[src/rtl/cpu_pkg.sv]
// Shared CPU definitions: operand buffer FSM states
// and the default operand datapath width.
package cpu_pkg;

  localparam int DEF_WIDTH = 16;

  typedef enum logic [1:0] {
    ST_EMPTY = 2'b00,
    ST_BUSY  = 2'b01,
    ST_FULL  = 2'b10
  } skid_state_e;

endpackage

[src/rtl/operand_reg.sv]
// WIDTH-bit storage register with load enable and sync clear.
// Ports: clk, clr_i (clear), ld_i (load), d_i (data), q_o (value).
module operand_reg #(
  parameter int WIDTH = 16
) (
  input  logic             clk,
  input  logic             clr_i,
  input  logic             ld_i,
  input  logic [WIDTH-1:0] d_i,
  output logic [WIDTH-1:0] q_o
);

  logic [WIDTH-1:0] data_q;

  always_ff @(posedge clk) begin
    if (clr_i) begin
      data_q <= '0;
    end else if (ld_i) begin
      data_q <= d_i;
    end
  end

  assign q_o = data_q;

endmodule

[src/rtl/operand_skid_buffer.sv]
// Two-entry skid buffer between operand mux and ALU stage.
// Ports: clk, rst, in_* (upstream), out_* (downstream), count, stall_cycles.
module operand_skid_buffer
  import cpu_pkg::*;
#(
  parameter int WIDTH = DEF_WIDTH
) (
  input  logic             clk,
  input  logic             rst,
  input  logic [WIDTH-1:0] in_data,
  input  logic             in_valid,
  output logic             in_ready,
  output logic [WIDTH-1:0] out_data,
  output logic             out_valid,
  input  logic             out_ready,
  output logic [1:0]       count,
  output logic [15:0]      stall_cycles
);

  skid_state_e      state_q, state_d;
  logic             in_ready_q, in_ready_d;
  logic             out_valid_q, out_valid_d;
  logic [1:0]       count_q, count_d;
  logic [15:0]      stall_q, stall_d;

  logic             in_xfer, out_xfer;
  logic             main_ld, skid_ld;
  logic [WIDTH-1:0] main_d, main_q, skid_q;

  assign in_xfer  = in_valid & in_ready_q;
  assign out_xfer = out_valid_q & out_ready;

  always_comb begin
    state_d = state_q;
    main_ld = 1'b0;
    skid_ld = 1'b0;
    main_d  = in_data;
    case (state_q)
      ST_EMPTY: begin
        if (in_xfer) begin
          main_ld = 1'b1;
          state_d = ST_BUSY;
        end
      end
      ST_BUSY: begin
        if (in_xfer && out_xfer) begin
          main_ld = 1'b1;
        end else if (in_xfer) begin
          skid_ld = 1'b1;
          state_d = ST_FULL;
        end else if (out_xfer) begin
          state_d = ST_EMPTY;
        end
      end
      ST_FULL: begin
        // Drain: the skid entry becomes the head.
        main_d = skid_q;
        if (out_xfer) begin
          main_ld = 1'b1;
          state_d = ST_BUSY;
        end
      end
      default: state_d = ST_EMPTY;
    endcase
  end

  // Handshake outputs are registered copies of the next
  // state, so in_ready never depends on out_ready combinationally.
  always_comb begin
    in_ready_d  = (state_d != ST_FULL);
    out_valid_d = (state_d != ST_EMPTY);
    count_d     = (state_d == ST_FULL) ? 2'd2 :
                  (state_d == ST_BUSY) ? 2'd1 : 2'd0;
    stall_d     = stall_q;
    if (state_q == ST_FULL && stall_q != 16'hFFFF) begin
      stall_d = stall_q + 16'd1;
    end
  end

  always_ff @(posedge clk) begin
    if (rst) begin
      state_q     <= ST_EMPTY;
      in_ready_q  <= 1'b1;
      out_valid_q <= 1'b0;
      count_q     <= 2'd0;
      stall_q     <= 16'd0;
    end else begin
      state_q     <= state_d;
      in_ready_q  <= in_ready_d;
      out_valid_q <= out_valid_d;
      count_q     <= count_d;
      stall_q     <= stall_d;
    end
  end

  operand_reg #(.WIDTH(WIDTH)) u_main (
    .clk   (clk),
    .clr_i (rst),
    .ld_i  (main_ld),
    .d_i   (main_d),
    .q_o   (main_q)
  );

  operand_reg #(.WIDTH(WIDTH)) u_skid (
    .clk   (clk),
    .clr_i (rst),
    .ld_i  (skid_ld),
    .d_i   (in_data),
    .q_o   (skid_q)
  );

  assign in_ready     = in_ready_q;
  assign out_valid    = out_valid_q;
  assign out_data     = main_q;
  assign count        = count_q;
  assign stall_cycles = stall_q;

endmodule

[config.mk]
export PLATFORM = sky130hd
export DESIGN_NAME = operand_skid_buffer
export DESIGN_NICKNAME = d
export VERILOG_FILES = /design/src/rtl/cpu_pkg.sv /design/src/rtl/operand_reg.sv /design/src/rtl/operand_skid_buffer.sv
export SDC_FILE = /design/constraint.sdc
export NUM_CORES = 1
export LEC_CHECK = 0
export CORE_ASPECT_RATIO = 1.25
export CORE_MARGIN = 2
export CORE_UTILIZATION = 40
export CTS_CLUSTER_SIZE = 28
export DETAILED_ROUTE_END_ITERATION = 10
export GPL_TIMING_DRIVEN = 0
export PLACE_DENSITY = 0.69
export SYNTH_ARGS = -nofsm -noshare
export SYNTH_HDL_FRONTEND = slang
export SYNTH_SLANG_ARGS = --single-unit
[constraint.sdc]
create_clock -name clk -period 1.5 [get_ports clk]
set_input_delay 0.375 -clock clk [delete_from_list [all_inputs] [get_ports clk]]
set_output_delay 0.375 -clock clk [all_outputs]
set_load 0.03 [all_outputs]
==> results.py <==
metrics = {
    "synthesis": {
        "syn_nets": 302,
        "postSynthAreaPerCell_sq_um": 8.77,
        "ys_ff_latch": 54,
        "synth_edf_count": 0,
        "ys_types": 44,
        "synth_warnings": 0,
        "ys_async_sr_fraction_pct": 0,
        "synthCells": 281,
        "synth_flop_cell": "dfxtp_1",
        "yosysSeqAreaShare_pct": 43.9,
        "syn_area_sq_um": 2460,
    },
    "power_and_ir_drop": {
        "p_int_mw": 2.23,
        "p_clk_share_pct": 26.3,
        "seqPwrFrac_pct": 48.8,
        "leakagePower_nw": 1.31,
        "max-vdd-ir-drop_v": 0.000513,
        "switching_share_pct": 31.1,
        "switching_power_mw": 1.01,
        "power_frac_comb_pct": 24.9,
        "p_per_area_nw_per_um2": 947,
    },
    "route": {
        "routed_wl_mm": 6.14,
        "vias": 2313,
        "dr.pass1.iters": 4,
        "drt_iter0_drc": 126,
        "wl_per_cell_um": 14.2,
        "ant_nets": 0,
        "vias_per_cell": 5.33,
        "drc_errors": 0,
    },
    "timing": {
        "max_slew_margin_pct": 51.1,
        "rsz0062_at_grt": "yes",
        "slew_viol_final": 0,
        "fin_crit_ps": 1630,
        "setup_ws_ps": -127,
        "clock-skew-final_ps": 5.22,
        "holdWs_ps": 295,
        "max_freq_ghz": 0.615,
        "fin_crit_sh_pct": 108,
        "setup_violations": 15,
        "worst_pin_slew_ps": 734,
        "hold_violations": 0,
    },
    "clocking": {
        "cts_tree": "yes",
        "cts_buffer_depth": 2,
        "cts_made_buffers": 5,
        "clock_latency_ps": 310,
        "cts.sinks": 54,
        "htreeDepth": 2,
        "cts-hold-fix-buffers": 0,
        "clk_pin_slew_ps": 100,
        "clockRootBuffer": "clkbuf_8",
    },
    "grt": {
        "grt_pass1_vias": 2228,
        "grt_max_degree": 17,
        "gr-total-overflow": 0,
        "antenna_found_initial": 0,
        "grt_use_total_pct": 19.2,
        "grt_pass1_wl_mm": 10.2,
    },
    "placement": {
        "port_buffers": 54,
        "dpl.hpwl_mm": 4.16,
        "gp_congestion": 0.736,
        "post-place-ws_ps": -662,
    },
    "worst_setup_path": {
        "end_kind": "flop",
        "max_stage_delay_ps": 380,
        "required_ps": 1710,
        "crit_buf_inv": 1,
        "critPathKind": "flop to flop",
        "crit_family": "simple AND/OR/NAND/NOR gates",
        "startpoint_type": "flop",
        "crit_fanout": 4,
        "cp.arrival_ps": 1830,
        "cp_slowest_cell": "dfxtp_4",
        "cp_cell_sequence": "ha_4 > nand4_1 > buf_4 > nor4_1 > mux2i_1 > nor2_1",
    },
    "job": {
        "drv_cap": 0,
    },
    "cells_and_area": {
        "syn_to_final_growth_pct": 39.0,
        "n_antenna_cell": 0,
        "layout.nets": 372,
        "fill_cells": 530,
        "drive_gt1_share_pct": 29.0,
    },
    "floorplan": {
        "dieWidth_um": 74.2,
        "rows": 31,
        "core-area_sq_um": 5860,
        "ios": 56,
        "start_util_pct": 42.1,
        "die_y_um": 91.7,
        "dieArea_sq_um": 6810,
    },
    "run_status": {
        "violations": "setup timing",
        "status": "complete, but fails checks",
    },
    "hold_path": {
        "hold_class": "primary input to flop",
    },
}
-- stage by stage --
step           utilization [%]  setup TNS (ps)  total power, mW  area, sq um  cells
5_1_grt                   58.4           -2170             3.41         3420    434
2_1_floorplan                -           -1210             2.12         2530    281
6_report                  58.4           -1040             3.24         3420    434
4_1_cts                   57.5           -1050             3.25         3370    432
3_3_place_gp              54.2          -20870             2.40         3170    417
3_5_place_dp              54.2          -21820             2.41         3170    417
-- what timing repair did --
action                                  CTS  global route
pin swaps                                14             9
resized for setup                        67            34
endpoints found under the hold margin     0             0
endpoints found under the setup margin   86            48
cloned                                    1             0
buffers inserted                          8             2
-- worst register-to-register path, delay by kind of cell, from the launching register on --
kind	cells	cell delay (ps)
multiplexers	1	260
adder cells (fa/ha/maj)	1	130
buffers and inverters	1	210
AND/OR/NAND/NOR	3	550
flip-flops	1	380
-- flip-flops by register name, indices dropped and copies added, names as in the netlist --
| register | cells |
|---|---|
| count | 2 |
| in_ready | 1 |
| state_q | 2 |
| stall_cycles | 16 |
| u_skid.q_o | 16 |
| u_main.q_o | 16 |
| out_valid | 1 |
-- routing by layer --
metal | vias up | wire length (um) | global-route usage (%)
li1 | 1141 | - | -
met1 | 1085 | 2450 | 22.2
met2 | 76 | 3190 | 33.2
met3 | 11 | 363 | 3.74
met4 | 0 | 137 | 8.64
met5 | - | 0 | 0
-- cell usage after synthesis, types with 2 or more instances --
master	instances	area, sq um
buf_6	2	22.5
o21ai_0	2	10.0
nand3_1	4	20.0
nor3_1	16	80.1
nor4_1	3	18.8
and4_1	2	17.5
nand4_1	3	18.8
or2_1	2	12.5
clkbuf_8	2	27.5
or3_1	7	43.8
a21oi_2	5	43.8
clkbuf_1	5	18.8
nand2_1	73	274
inv_1	3	11.3
a311oi_2	10	150
buf_1	2	7.51
buf_2	6	30.0
dfxtp_1	54	1080
mux2i_1	3	30.0
nand4_4	2	42.5
xor2_1	2	17.5
o21ai_1	8	40.0
mux2_1	2	22.5
a311oi_1	6	52.6
nor2_1	13	48.8
nor2b_1	2	12.5
a21oi_1	25	125
-- worst paths after layout --
check | startpoint | end | slack [ps] | cells after the start
worst max register to register | stall_cycles[0]$_SDFFE_PP0P_ | stall_cycles[12]$_SDFFE_PP0P_ | -130 | 6
worst max-delay path | stall_cycles[0]$_SDFFE_PP0P_ | stall_cycles[12]$_SDFFE_PP0P_ | -130 | 6
worst min-delay path | rst | state_q[1]$_SDFF_PP0_ | 300 | 2
worst min register to register | u_skid.q_o[4]$_SDFFE_PP0P_ | u_skid.q_o[4]$_SDFFE_PP0P_ | 460 | 2
-- power groups by stage --
stage,clock network [mW],logic [mW],registers (mW)
2_1_floorplan,0,0.353,1.76
3_3_place_gp,0,0.782,1.62
4_1_cts,0.882,0.784,1.58
3_5_place_dp,0,0.791,1.62
6_report,0.853,0.808,1.58
5_1_grt,0.936,0.873,1.60
-- placed cells by master (no fill, tap or decap), types with 4 or more instances in the layout --
master,count
nand2_1,73
dfxtp_1,35
a21oi_1,25
dlygate4sd2_1,23
nor3_1,16
clkdlybuf4s50_1,16
buf_4,14
dfxtp_4,12
nor2_1,10
a311oi_2,10
clkbuf_8,8
clkbuf_2,7
dfxtp_2,7
o21ai_2,6
a311oi_1,6
clkdlybuf4s15_1,6
a21oi_2,5
clkbuf_1,4
buf_6,4
or3_1,4
nand3_1,4
-- cell families after synthesis --
| group | share of synthesized area [%] |
|---|---|
| AOI/OAI and AO/OA | 20.3 |
| xor gates and xnor gates | 0.711 |
| adders and majority gates | 0.508 |
| buffers and inverters | 5.08 |
| DFF | 43.9 |
| muxes | 2.13 |
| and+or+nand+nor | 27.4 |
-- cell type report --
class	instances	area, sq um	area share, %
multi-input combinational	206	1370	40.0
clock buffer	6	82.6	2.41
buffer	16	143	4.17
inverter	3	11.3	0.329
clock inverter	2	11.3	0.329
timing repair buffer	65	569	16.6
sequential	54	1130	33.2
tap	82	103	3.00
No activity file was read; power rests on OpenSTA's default activity.
